===== src/rtl/pow4_phase_pkg.sv =====
// pow4_phase_pkg: shared constants, FSM states and CORDIC arctangent table
// Provides GUARD (CORDIC headroom bits), state_t and atan_lut(), which scales
// atan(2^-k) into phase units where pi = 2^(nbw_ph-1); valid for nbw_ph <= 15.
package pow4_phase_pkg;

    localparam int GUARD = 2;

    typedef enum logic [1:0] {IDLE, LOAD, ITER, DONE} state_t;

    // atan(2^-k) with pi = 2^15, rounded into the target phase width below
    localparam int ATAN_Q15 [9] = '{8192, 4836, 2555, 1297, 651, 326, 163, 81, 41};

    function automatic int atan_lut(input int k, input int nbw_ph);
        int s;
        s = 16 - nbw_ph;
        if (k > 8)
            return 0;
        return (ATAN_Q15[k] + (1 << (s - 1))) >> s;
    endfunction

endpackage


===== src/rtl/pow4_phase_est_cordic.sv =====
// cordic_vect_iter: one CORDIC vectoring micro-rotation, shift amount k
// Ports: x/y/z current vector and angle, k iteration index;
// x_nxt/y_nxt/z_nxt rotated vector and accumulated angle.
module cordic_vect_iter
    import pow4_phase_pkg::*;
#(
    parameter int W      = 15,
    parameter int NBW_PH = 10
) (
    input  logic signed [W-1:0]      x,
    input  logic signed [W-1:0]      y,
    input  logic signed [NBW_PH-1:0] z,
    input  logic        [3:0]        k,
    output logic signed [W-1:0]      x_nxt,
    output logic signed [W-1:0]      y_nxt,
    output logic signed [NBW_PH-1:0] z_nxt
);

    logic signed [NBW_PH-1:0] atan_tab [16];
    logic signed [W-1:0]      xs, ys;
    logic                     neg;

    for (genvar j = 0; j < 16; j++) begin : g_atan
        assign atan_tab[j] = NBW_PH'(atan_lut(j, NBW_PH));
    end

    // rotate toward the x axis; both updates use the pre-iteration x and y
    always_comb begin
        neg   = y[W-1];
        xs    = x >>> k;
        ys    = y >>> k;
        x_nxt = neg ? x - ys : x + ys;
        y_nxt = neg ? y + xs : y - xs;
        z_nxt = neg ? z - atan_tab[k] : z + atan_tab[k];
    end

endmodule


===== src/rtl/pow4_phase_est.sv =====
// pow4_phase_est: carrier phase estimate from a 4th-power QPSK symbol stream
// Block-averages 2^LOG2_AVG samples, runs a multi-cycle CORDIC vectoring atan2
// on the block sums and divides the angle by 4.
// Ports: clk; rst_async_n asynchronous active-low reset; i_valid, i_data_i,
// i_data_q input samples; o_phase signed estimate (pi = 2^(NBW_PH-1)) with
// one-cycle o_valid strobe; o_overrun strobes when a completed block is
// dropped because the CORDIC is still busy.
// Build option: define POW4_PHASE_UNWRAP_EN to unwrap the pi/2 ambiguity
// jumps of o_phase against the previous output.
module pow4_phase_est
    import pow4_phase_pkg::*;
#(
    parameter int NBW_IN   = 9,
    parameter int NBI_IN   = 2,
    parameter int LOG2_AVG = 4,
    parameter int NB_ITER  = 8,
    parameter int NBW_PH   = 10
) (
    input  logic                     clk,
    input  logic                     rst_async_n,
    input  logic                     i_valid,
    input  logic signed [NBW_IN-1:0] i_data_i,
    input  logic signed [NBW_IN-1:0] i_data_q,
    output logic signed [NBW_PH-1:0] o_phase,
    output logic                     o_valid,
    output logic                     o_overrun
);

    localparam int NBW_ACC = NBW_IN + LOG2_AVG;
    localparam int W       = NBW_ACC + GUARD;

    if (NB_ITER < 1 || NB_ITER > 9 || NBI_IN > NBW_IN) begin : g_bad_param
        $error("pow4_phase_est: illegal parameter set");
    end

    logic signed [NBW_ACC-1:0] acc_i, acc_q, sum_i, sum_q;
    logic        [LOG2_AVG-1:0] cnt;
    logic signed [W-1:0]       x, y, x_nxt, y_nxt;
    logic signed [NBW_PH-1:0]  z, z_nxt, phi_raw, phase_nxt;
    logic        [3:0]         k;
    logic                      blk_done;
    state_t                    state, state_nxt;

    assign sum_i    = acc_i + {{LOG2_AVG{i_data_i[NBW_IN-1]}}, i_data_i};
    assign sum_q    = acc_q + {{LOG2_AVG{i_data_q[NBW_IN-1]}}, i_data_q};
    assign blk_done = i_valid && (cnt == '1);
    assign phi_raw  = z >>> 2;

`ifdef POW4_PHASE_UNWRAP_EN
    // o_phase doubles as the history: pick the pi/2 alias of phi_raw nearest to it
    assign phase_nxt = phi_raw - ((phi_raw - o_phase + NBW_PH'(1 << (NBW_PH - 3)))
                                  & ~NBW_PH'((1 << (NBW_PH - 2)) - 1));
`else
    assign phase_nxt = phi_raw;
`endif

    cordic_vect_iter #(.W(W), .NBW_PH(NBW_PH)) u_iter (
        .x     (x),
        .y     (y),
        .z     (z),
        .k     (k),
        .x_nxt (x_nxt),
        .y_nxt (y_nxt),
        .z_nxt (z_nxt)
    );

    always_ff @(posedge clk or negedge rst_async_n)
        if (!rst_async_n) begin
            acc_i <= '0;
            acc_q <= '0;
            cnt   <= '0;
        end else if (i_valid) begin
            acc_i <= blk_done ? '0 : sum_i;
            acc_q <= blk_done ? '0 : sum_q;
            cnt   <= cnt + 1'b1;
        end

    always_comb begin
        state_nxt = state;
        case (state)
            IDLE: state_nxt = blk_done ? LOAD : IDLE;
            LOAD: state_nxt = ITER;
            ITER: state_nxt = (k == 4'(NB_ITER - 1)) ? DONE : ITER;
            DONE: state_nxt = IDLE;
        endcase
    end

    always_ff @(posedge clk or negedge rst_async_n)
        if (!rst_async_n) begin
            state     <= IDLE;
            x         <= '0;
            y         <= '0;
            z         <= '0;
            k         <= '0;
            o_phase   <= '0;
            o_valid   <= 1'b0;
            o_overrun <= 1'b0;
        end else begin
            state     <= state_nxt;
            o_valid   <= state == DONE;
            o_overrun <= blk_done && state != IDLE;
            if (state == IDLE && blk_done) begin
                x <= {{GUARD{sum_i[NBW_ACC-1]}}, sum_i};
                y <= {{GUARD{sum_q[NBW_ACC-1]}}, sum_q};
            end
            // left half-plane: rotate by pi first so the CORDIC converges
            if (state == LOAD) begin
                x <= x[W-1] ? -x : x;
                y <= x[W-1] ? -y : y;
                z <= x[W-1] ? {1'b1, {(NBW_PH-1){1'b0}}} : '0;
                k <= '0;
            end
            if (state == ITER) begin
                x <= x_nxt;
                y <= y_nxt;
                z <= z_nxt;
                k <= k + 1'b1;
            end
            if (state == DONE)
                o_phase <= phase_nxt;
        end

endmodule

===== config.mk =====
export PLATFORM = sky130hd
export DESIGN_NAME = pow4_phase_est
export DESIGN_NICKNAME = d
export VERILOG_FILES = /design/src/rtl/pow4_phase_pkg.sv /design/src/rtl/pow4_phase_est_cordic.sv /design/src/rtl/pow4_phase_est.sv
export SDC_FILE = /design/constraint.sdc
export NUM_CORES = 1
export LEC_CHECK = 0
export BUFFER_PORTS_ARGS = -buffer_cell sky130_fd_sc_hd__buf_2
export CELL_PAD_IN_SITES_DETAIL_PLACEMENT = 0
export CELL_PAD_IN_SITES_GLOBAL_PLACEMENT = 1
export CORE_UTILIZATION = 49
export CTS_CLUSTER_SIZE = 40
export DETAILED_ROUTE_END_ITERATION = 10
export GPL_ROUTABILITY_DRIVEN = 0
export PLACE_DENSITY = 0.94
export SKIP_CTS_REPAIR_TIMING = 1
export SYNTH_ARGS = -nofsm -noshare
export SYNTH_HDL_FRONTEND = slang
export SYNTH_SLANG_ARGS = --single-unit

===== constraint.sdc =====
create_clock -name clk -period 5.1 [get_ports clk]
set_input_delay 0.51 -clock clk [delete_from_list [all_inputs] [get_ports clk]]
set_output_delay 0.51 -clock clk [all_outputs]
set_load 0.05 [all_outputs]

==> results.py, run 1 <==
metrics = {
    "sta": {
        "slew_headroom": 0.351,
        "hold-worst-slack_ns": 0.137,
        "rsz0062_at_grt": "no",
        "tightest_slew_ns": 0.972,
        "setup_tns_ns": 0,
        "setup_slack_ns": 0.319,
        "skew_ns": 0.0103,
        "min_period_over_period": 0.937,
        "fmax_mhz": 209,
        "layout_min_cycle_time_ns": 4.78,
        "hold_viol_final": 0,
        "slew_viol_final": 0,
        "setup_viol": 0,
    },
    "worst_setup_path": {
        "cp_data_arrival_time_ns": 4.98,
        "critPathKind": "reg -> reg",
        "reg2regPathDepth": 18,
        "crit_fanout": 37,
        "required_ns": 5.30,
        "setup.worst_path.start_class": "register",
        "critPathCaptureType": "register",
    },
    "synthesis": {
        "synth-compound-area-share": 0.216,
        "synth_ff_type": "dfrtp_1",
        "ys_seq_area_frac": 0.228,
        "netlist_area_um2": 9420,
        "yosysWarnings": 0,
        "syn_area_per_cell_um2": 8.33,
        "synth.mux.area_fraction": 0.112,
        "synth.distinct_cells": 79,
        "synth_top_family_by_area": "compound AO/OA/AOI/OAI gates",
        "synthSimpleGateAreaFrac": 0.177,
        "synth_area_leaders": "dfrtp_1 (23%), ha_1 (11%), mux4_2 (5.3%)",
        "synth_edf_count": 0,
        "synth.most_common_cell": "nor2_1",
        "synth_nets": 1237,
        "synthArstFlopShare": 1.00,
        "postSynthCellCount": 1131,
        "synth_top_area_frac": 0.228,
        "yosys.area.top_type": "dfrtp_1",
        "synth-seq-cells": 86,
        "synth_xor_area_frac": 0.0817,
        "synthTopCellsByCount": "nor2_1 (93), a21oi_1 (89), dfrtp_1 (86)",
        "synthAdderAreaFrac": 0.117,
    },
    "grt": {
        "overflow": 0,
        "grt_max_degree": 54,
        "antenna_found_initial": 0,
        "grt_pass1_vias": 8371,
        "grt_first_pass_wirelength_um": 42000,
        "grt_use_total": 0.265,
    },
    "clocking": {
        "insertion_delay_ns": 0.36,
        "cts_tree": "built",
        "cts.htree.levels": 3,
        "root_buffer": "clkbuf_16",
        "path_clk_slew_ns": 0.07,
        "ctsLongestPathBuffers": 2,
        "cts.sinks": 86,
        "cts_buffers": 9,
    },
    "run": {
        "drv_cap": 0,
    },
    "final_layout": {
        "area_delta_synth_final_pct": 6.80,
        "drive_gt1_frac": 0.121,
        "num_antenna_cells": 0,
        "fin_nets": 1236,
        "seqCellArea_um2": 2150,
        "fin_area_um2": 10100,
        "multi_input_area_um2": 6640,
        "fillers": 1738,
    },
    "detailed_routing": {
        "wl_per_cell_um": 18.5,
        "avgViaCountPerCell": 6.33,
        "vias": 8665,
        "drc": 0,
        "initialDrtViolationCount": 698,
        "firstDrtPassIters": 5,
        "wirelength_um": 25300,
        "ant_nets": 0,
    },
    "floorplan": {
        "ioPinCount": 33,
        "rows": 50,
        "start_util": 0.502,
        "die_h_um": 141,
        "core_area_um2": 18800,
        "dieArea_um2": 19800,
        "die_w_um": 141,
    },
    "placed_design": {
        "place_area_um2": 9740,
        "port_buffers": 32,
        "place_hpwl_um": 18500,
        "dp_slack_ns": 0.294,
    },
    "worst_hold_path": {
        "hold_class": "in -> async",
    },
    "status": {
        "status": "finished clean",
    },
}
## critical path, stage by stage (launching register included)
cell,delay (ns)
dfrtp_1,0.40
buf_12,0.19
nor2_1,0.32
mux2_2,0.40
mux4_2,0.49
inv_1,0.10
ha_1,0.17
and2_2,0.24
nor2_1,0.07
xnor2_1,0.21
ha_1,0.30
o21a_1,0.12
o31a_1,0.12
o41ai_1,0.34
o21ai_0,0.20
o41ai_1,0.46
o21ai_0,0.20
xnor2_1,0.19
o22ai_1,0.09
## state kept, by name, summed over array words and instances, names as in the netlist, 4 cells and up
register	flops
x	15
k	4
acc_i	13
z	10
cnt	4
acc_q	13
y	15
o_phase	8
## cells by family after synthesis
kind of cell    Yosys count
buf+inv                 149
mux                      67
compound gates          320
xor+xnor                 87
flops                    86
simple gates            337
fa+ha+maj                85
## layout make-up
class / count / share of cell area
Clock buffer: 10 / 0.0238
Clock inverter: 6 / 0.00759
Inverter: 80 / 0.0299
Multi-Input combinational cell: 896 / 0.660
Sequential cell: 86 / 0.214
Tap cell: 234 / 0.0291
Timing Repair Buffer: 57 / 0.0361
## per-layer routing
layer | GRT usage | wire (µm) | vias to the layer above
li1 | - | - | 4128
met1 | 0.358 | 11300 | 4129
met5 | 0 | 0 | -
met2 | 0.428 | 11700 | 347
met4 | 0.0995 | 676 | 0
met3 | 0.0408 | 1640 | 61
## path summary, 6_finish.rpt
kind / start / endpoint / slack (ns)
setup / recovery: k[0]$_DFFE_PN0P_ / x[14]$_DFFE_PN0P_ / 0.32
hold / removal: rst_async_n / x[7]$_DFFE_PN0P_ / 0.14
setup reg to reg: k[0]$_DFFE_PN0P_ / x[14]$_DFFE_PN0P_ / 0.32
hold reg to reg: o_phase[4]$_DFFE_PN0P_ / o_phase[4]$_DFFE_PN0P_ / 0.50
max in group asynchronous: rst_async_n / y[12]$_DFFE_PN0P_ / 3.90
min in group clk: o_phase[4]$_DFFE_PN0P_ / o_phase[4]$_DFFE_PN0P_ / 0.50
## metrics by stage
step	util	std cells
floorplan	-	1131
global placement	0.519	1353
detailed placement	0.519	1353
CTS	0.536	1369
global route	0.536	1369
finish	0.536	1369
## cells in the final DEF (no fill, tap or decap), types with 11 or more instances in the layout
cell type  netlist  routed
xor2_1          36      36
ha_1            80      80
nand3_1         38      38
mux2_2          24      24
or3_1           11      11
mux2i_1         16      16
xnor2_1         50      50
nand2b_1        19      19
buf_4            4      25
o21a_1          11      11
o21ai_0         69      69
mux4_2          22      22
nor2_1          93      93
nand2_1         76      76
a31oi_1         15      15
inv_1           78      78
o211ai_1        13      13
a21oi_1         89      89
nor2b_1         14      14
o22ai_1         28      28
nor3_1          27      27
a21o_1          11      11
buf_2           12      31
and3_1          12      12
dfrtp_1         86      85
Power of run 1 is left out: the tool's default activity adds up to more than one toggle a clock period on the data nets, which glitch-free logic cannot reach.
==> inputs of run 2 (changes only) <==
--- a/config.mk
+++ b/config.mk
@@ -12,6 +12,7 @@
 export CTS_CLUSTER_SIZE = 40
 export DETAILED_ROUTE_END_ITERATION = 10
 export GPL_ROUTABILITY_DRIVEN = 0
+export GPL_TIMING_DRIVEN = 0
 export PLACE_DENSITY = 0.94
 export SKIP_CTS_REPAIR_TIMING = 1
 export SYNTH_ARGS = -nofsm -noshare
==> run 2 against run 1 <==
  * Final cell count rose by 3.3%
  * Register-to-register slack got worse by 0.10 ns
  * Via count up 3.5%
  * Critical path type unchanged
==> results.py, run 2 (synthesized netlist as in run 1, its figures left out) <==
metrics = {
    "status": {
        "status": "finished clean",
    },
    "detailed_routing": {
        "drc": 0,
        "vias": 8971,
        "wl_per_cell_um": 19.8,
        "wirelength_um": 27900,
        "avgViaCountPerCell": 6.34,
        "ant_nets": 0,
        "firstDrtPassIters": 6,
        "initialDrtViolationCount": 909,
    },
    "final_layout": {
        "final_cell_count_no_fill": 1414,
        "drive_gt1_frac": 0.122,
        "area_delta_synth_final_pct": 8.94,
        "fillers": 1738,
        "fin_nets": 1281,
        "fin_area_um2": 10300,
        "reg.largest.list": "x: 15 flops, y: 15 flops",
        "final_cell_mix": "nor2_1 (92), a21oi_1 (89), dfrtp_1 (86), ha_1 (80), inv_1 (78)",
        "num_antenna_cells": 0,
        "final_common_cell": "nor2_1",
    },
    "sta": {
        "hold-worst-slack_ns": 0.144,
        "layout_min_cycle_time_ns": 4.88,
        "skew_ns": 0.00563,
        "slew_headroom": 0.450,
        "fmax_mhz": 205,
        "hold_viol_final": 0,
        "tightest_slew_ns": 0.819,
        "min_period_over_period": 0.958,
        "slew_viol_final": 0,
        "setup_viol": 0,
        "rsz0062_at_grt": "yes",
    },
    "placed_design": {
        "placed_cells": 1397,
        "port_buffers": 31,
        "place_hpwl_um": 21300,
        "place_area_um2": 9900,
    },
    "worst_setup_path": {
        "critPathKind": "reg -> reg",
        "r2r_slack_ns": 0.22,
        "cp_slowest_cell": "mux4_2",
        "cp_data_arrival_time_ns": 5.11,
        "cpMostUsedCell": "buf_6",
        "crit_fanout": 10,
        "required_ns": 5.32,
        "critPathCaptureType": "register",
        "cp_cell_sequence": "buf_6, buf_6, nor2_2, mux2_2, mux4_2, inv_1, ha_1, and2_2, buf_6, nor2_1, xnor2_2, ha_1, o21a_1, o31a_1, o41ai_2, o21ai_0, o41ai_2, o21ai_0, xnor2_1, o22ai_1",
        "cp_slowest_stage_delay_ns": 0.49,
        "setup.worst_path.start_class": "register",
    },
    "grt": {
        "overflow": 0,
        "grt_pass1_vias": 8516,
        "grt_max_degree": 48,
        "grt_first_pass_wirelength_um": 45300,
        "grt_use_total": 0.293,
        "antenna_found_initial": 0,
    },
    "run": {
        "drv_cap": 0,
    },
    "floorplan": {
        "rows": 50,
        "dieArea_um2": 19800,
        "core_area_um2": 18800,
        "die_w_um": 141,
        "ioPinCount": 33,
        "start_util": 0.502,
        "die_h_um": 141,
    },
    "clocking": {
        "cts_tree": "built",
        "cts.sinks": 86,
        "root_buffer": "clkbuf_16",
        "cts.htree.levels": 3,
        "path_clk_slew_ns": 0.07,
        "ctsLongestPathBuffers": 2,
        "cts_buffers": 9,
        "insertion_delay_ns": 0.37,
    },
    "worst_hold_path": {
        "hold_class": "in -> async",
    },
}
[run 2: cell types whose count changed in the layout (fill, tap and decap cells not counted), sizes merged]
cell,previous run,this run
clkinv,2,1
clkbuf,10,51
bufinv,1,0
buf,57,60
clkinvlp,0,1
inv,83,85
[run 2: final cells by class]
cell class | instances | area [µm²] | area share
clock buffers | 9 | 225 | 0.0219
plain buffers | 69 | 343 | 0.0334
multi-input cells | 896 | 6690 | 0.652
well taps | 234 | 293 | 0.0285
clock inverters | 7 | 65.1 | 0.00634
inverters | 80 | 300 | 0.0293
flip-flops and latches | 86 | 2150 | 0.210
repair buffers | 33 | 193 | 0.0188
[run 2: final timing paths]
| kind | from | depth (start not counted) | end |
|---|---|---|---|
| setup / recovery | k[0]$_DFFE_PN0P_ | 20 | x[14]$_DFFE_PN0P_ |
| hold / removal | rst_async_n | 1 | x[5]$_DFFE_PN0P_ |
| setup reg to reg | k[0]$_DFFE_PN0P_ | 20 | x[14]$_DFFE_PN0P_ |
| hold reg to reg | cnt[3]$_DFFE_PN0P_ | 1 | cnt[3]$_DFFE_PN0P_ |
| max in group asynchronous | rst_async_n | 2 | y[4]$_DFFE_PN0P_ |
| min in group clk | cnt[3]$_DFFE_PN0P_ | 1 | cnt[3]$_DFFE_PN0P_ |
[run 2: critical path, delay by kind of cell (launching register included)]
family	cells	cell delay [ns]
AO/OA/AOI/OAI	7	1.49
multiplexers	2	0.90
buffers and inverters	4	0.55
adder cells (fa/ha/maj)	2	0.49
AND/OR/NAND/NOR	3	0.45
XOR/XNOR	2	0.44
flip-flops	1	0.43
[run 2: through the flow]
stage	setup WS [ns]	utilization	TNS, ns
CTS	-0.205	0.543	-0.251
global route	-0.109	0.547	-0.180
detailed placement	-0.161	0.527	-0.182
global placement	0.00477	0.526	0
floorplan	0.728	-	0
finish	0.215	0.547	0
[run 2: metal layers]
layer	up-vias	GRT usage	wire (µm)
met5	-	0	0
met4	0	0.121	919
met3	72	0.0547	2320
met2	432	0.466	12900
met1	4252	0.393	11800
li1	4215	-	-
Power of run 2 is left out for the same reason.
==> inputs of run 3 (changes only) <==
--- a/config.mk
+++ b/config.mk
@@ -5,13 +5,13 @@
 export SDC_FILE = /design/constraint.sdc
 export NUM_CORES = 1
 export LEC_CHECK = 0
+export ABC_AREA = 1
 export BUFFER_PORTS_ARGS = -buffer_cell sky130_fd_sc_hd__buf_2
 export CELL_PAD_IN_SITES_DETAIL_PLACEMENT = 0
 export CELL_PAD_IN_SITES_GLOBAL_PLACEMENT = 1
-export CORE_UTILIZATION = 49
+export CORE_UTILIZATION = 46
 export CTS_CLUSTER_SIZE = 40
 export DETAILED_ROUTE_END_ITERATION = 10
-export GPL_ROUTABILITY_DRIVEN = 0
 export GPL_TIMING_DRIVEN = 0
 export PLACE_DENSITY = 0.94
 export SKIP_CTS_REPAIR_TIMING = 1
==> run 3 against run 2 <==
  * Critical path type unchanged
  * Via count is 6.6% higher
  * Fmax increased by 5.5%
  * Final cell count increased by 20%
  * Largest cell class unchanged
  * First-iteration DRC count is 4.3% lower
  * Non-clock buffer count fell by 24
  * Routed wire length increased by 2.4%
  * Global-route usage shrank 0.30 points
==> results.py, run 3 <==
metrics = {
    "detailed_routing": {
        "ant_nets": 0,
        "drc": 0,
        "initialDrtViolationCount": 870,
        "avgViaCountPerCell": 5.62,
        "wl_per_cell_um": 16.8,
        "vias": 9566,
        "wirelength_um": 28600,
        "firstDrtPassIters": 7,
    },
    "worst_setup_path": {
        "crit_path_start": "k[2]$_DFFE_PN0P_",
        "cp_data_arrival_time_ns": 4.88,
        "required_ns": 5.35,
        "critPathCaptureType": "register",
        "critPathKind": "reg -> reg",
        "reg2reg_from": "k[2]$_DFFE_PN0P_",
        "crit_fanout": 10,
        "critPathCapture": "x[10]$_DFFE_PN0P_",
        "setup.worst_path.start_class": "register",
        "timing.rr.end": "x[10]$_DFFE_PN0P_",
        "reg2regPathDepth": 26,
        "r2r_slack_ns": 0.47,
    },
    "grt": {
        "overflow": 0,
        "grt_first_pass_wirelength_um": 46100,
        "grt_max_degree": 67,
        "antenna_found_initial": 0,
        "grt_use_total": 0.290,
        "grt_pass1_vias": 8704,
    },
    "status": {
        "status": "finished clean",
    },
    "synthesis": {
        "synth_top_area_frac": 0.233,
        "synth_area_leaders": "dfrtp_1 (23%), nand2_1 (13%), ha_1 (11%)",
        "synth-seq-cells": 86,
        "synth_ff_type": "dfrtp_1",
        "synth.most_common_cell": "nand2_1",
        "syn_area_per_cell_um2": 6.64,
        "yosys.area.top_type": "dfrtp_1",
        "synth_nets": 1496,
        "ys_seq_area_frac": 0.233,
        "synthTopCellsByCount": "nand2_1 (321), inv_1 (170), nand3_1 (147)",
        "synth_edf_count": 0,
        "yosysWarnings": 0,
        "netlist_area_um2": 9230,
        "postSynthCellCount": 1390,
        "synth.distinct_cells": 59,
        "synthArstFlopShare": 1.00,
    },
    "clocking": {
        "cts_tree": "built",
        "cts.htree.levels": 3,
        "ctsLongestPathBuffers": 2,
        "root_buffer": "clkbuf_16",
        "cts_buffers": 9,
        "insertion_delay_ns": 0.37,
        "path_clk_slew_ns": 0.08,
        "cts.sinks": 86,
    },
    "sta": {
        "min_period_over_period": 0.908,
        "setup_tns_ns": 0,
        "fmax_mhz": 216,
        "skew_ns": 0.0180,
        "slew_headroom": 0.519,
        "slew_viol_final": 0,
        "tightest_slew_ns": 0.718,
        "layout_min_cycle_time_ns": 4.63,
        "setup_viol": 0,
        "rsz0062_at_grt": "no",
        "hold_viol_final": 0,
    },
    "final_layout": {
        "num_antenna_cells": 0,
        "fin_util": 0.512,
        "final_common_cell": "nand2_1",
        "fillers": 1991,
        "drive_gt1_frac": 0.0862,
        "fin_nets": 1539,
        "area_delta_synth_final_pct": 8.77,
        "final_cell_mix": "nand2_1 (321), inv_1 (170), nand3_1 (147), o21ai_0 (113), a21oi_1 (99)",
        "fin_area_um2": 10000,
        "reg.largest.list": "x: 15 flops, y: 15 flops",
    },
    "placed_design": {
        "gp_congestion": 0.981,
        "place_hpwl_um": 22400,
        "port_buffers": 31,
        "place_area_um2": 9740,
    },
    "worst_hold_path": {
        "hold_class": "in -> async",
    },
    "run": {
        "drv_cap": 0,
    },
    "floorplan": {
        "ioPinCount": 33,
        "start_util": 0.471,
        "dieArea_um2": 20600,
        "die_w_um": 144,
        "core_area_um2": 19600,
        "die_h_um": 144,
        "rows": 51,
    },
}
## run 3: cell count changes after synthesis, moves of 15 or more
cell,before,now
mux2i_1,16,1
mux2_2,24,0
mux4_2,22,0
nand2b_1,19,0
inv_1,78,170
nand2_1,76,321
xnor2_1,50,23
nand3_1,38,147
o22ai_1,28,9
o21ai_0,69,113
clkbuf_1,38,17
## run 3: stage by stage
step | setup WS (ns) | instances | hold slack [ns]
6_report | 0.471 | 1703 | 0.0479
3_5_place_dp | 0.650 | 1687 | 0.437
3_3_place_gp | 0.646 | 1686 | 0.463
5_1_grt | 0.203 | 1703 | 0.0622
2_1_floorplan | 1.42 | 1390 | 0.214
4_1_cts | 0.582 | 1703 | 0.0503
## run 3: routing by layer
layer,vias up,part of all wire,GRT usage,wire [µm]
met5,-,0,0,0
met4,0,0.016,0.0739,468
met3,38,0.068,0.0470,1930
met2,315,0.44,0.464,12700
met1,4428,0.47,0.405,13500
li1,4785,-,-,-
## run 3: area by class of cell
class / instances / area [µm²] / share of cell area
Timing Repair Buffer: 32 / 185 / 0.0185
Buffer: 46 / 255 / 0.0254
Sequential cell: 86 / 2150 / 0.214
Inverter: 181 / 682 / 0.0679
Multi-Input combinational cell: 1077 / 6140 / 0.612
Tap cell: 265 / 332 / 0.0330
Clock inverter: 7 / 67.6 / 0.00673
Clock buffer: 9 / 225 / 0.0224
## run 3: how the worst min path moves through the flow
stage,start,slack [ns],endpoint,cells past startpoint
after floorplan,rst_async_n,0.21,acc_i[0]$_DFFE_PN0P_,0
after global placement,cnt[3]$_DFFE_PN0P_,0.46,cnt[3]$_DFFE_PN0P_,1
after detailed placement,rst_async_n,0.44,acc_q[7]$_DFFE_PN0P_,1
after CTS,rst_async_n,0.05,y[14]$_DFFE_PN0P_,1
after global routing,rst_async_n,0.06,acc_q[7]$_DFFE_PN0P_,1
final,rst_async_n,0.05,acc_q[7]$_DFFE_PN0P_,1
## run 3: worst max-delay path, cell delays in order (launching register included)
cell,delay [ns]
dfrtp_1,0.50
inv_2,0.17
nor2_4,0.24
buf_2,0.31
nand3_1,0.12
nand2_1,0.10
inv_1,0.04
nand2_1,0.20
inv_1,0.07
ha_1,0.28
or2_2,0.29
o21ai_0,0.15
inv_1,0.11
fa_1,0.39
inv_1,0.09
nand3_1,0.07
nand2_1,0.13
nand2_1,0.06
nand2_1,0.06
a21oi_1,0.07
o21ai_0,0.31
a21oi_1,0.14
or2_2,0.29
nand3_1,0.10
nand4_1,0.09
nand2_1,0.09
inv_1,0.04
## run 3: cells by family after synthesis
logic type / count (synthesis) / share of synthesized area
AOI/OAI and AO/OA: 308 / 0.197
xor gates and xnor gates: 49 / 0.0465
adders and majority gates: 85 / 0.119
buffers and inverters: 227 / 0.102
DFF: 86 / 0.233
muxes: 2 / 0.00231
and+or+nand+nor: 633 / 0.300
Power of run 3 is left out for the same reason.
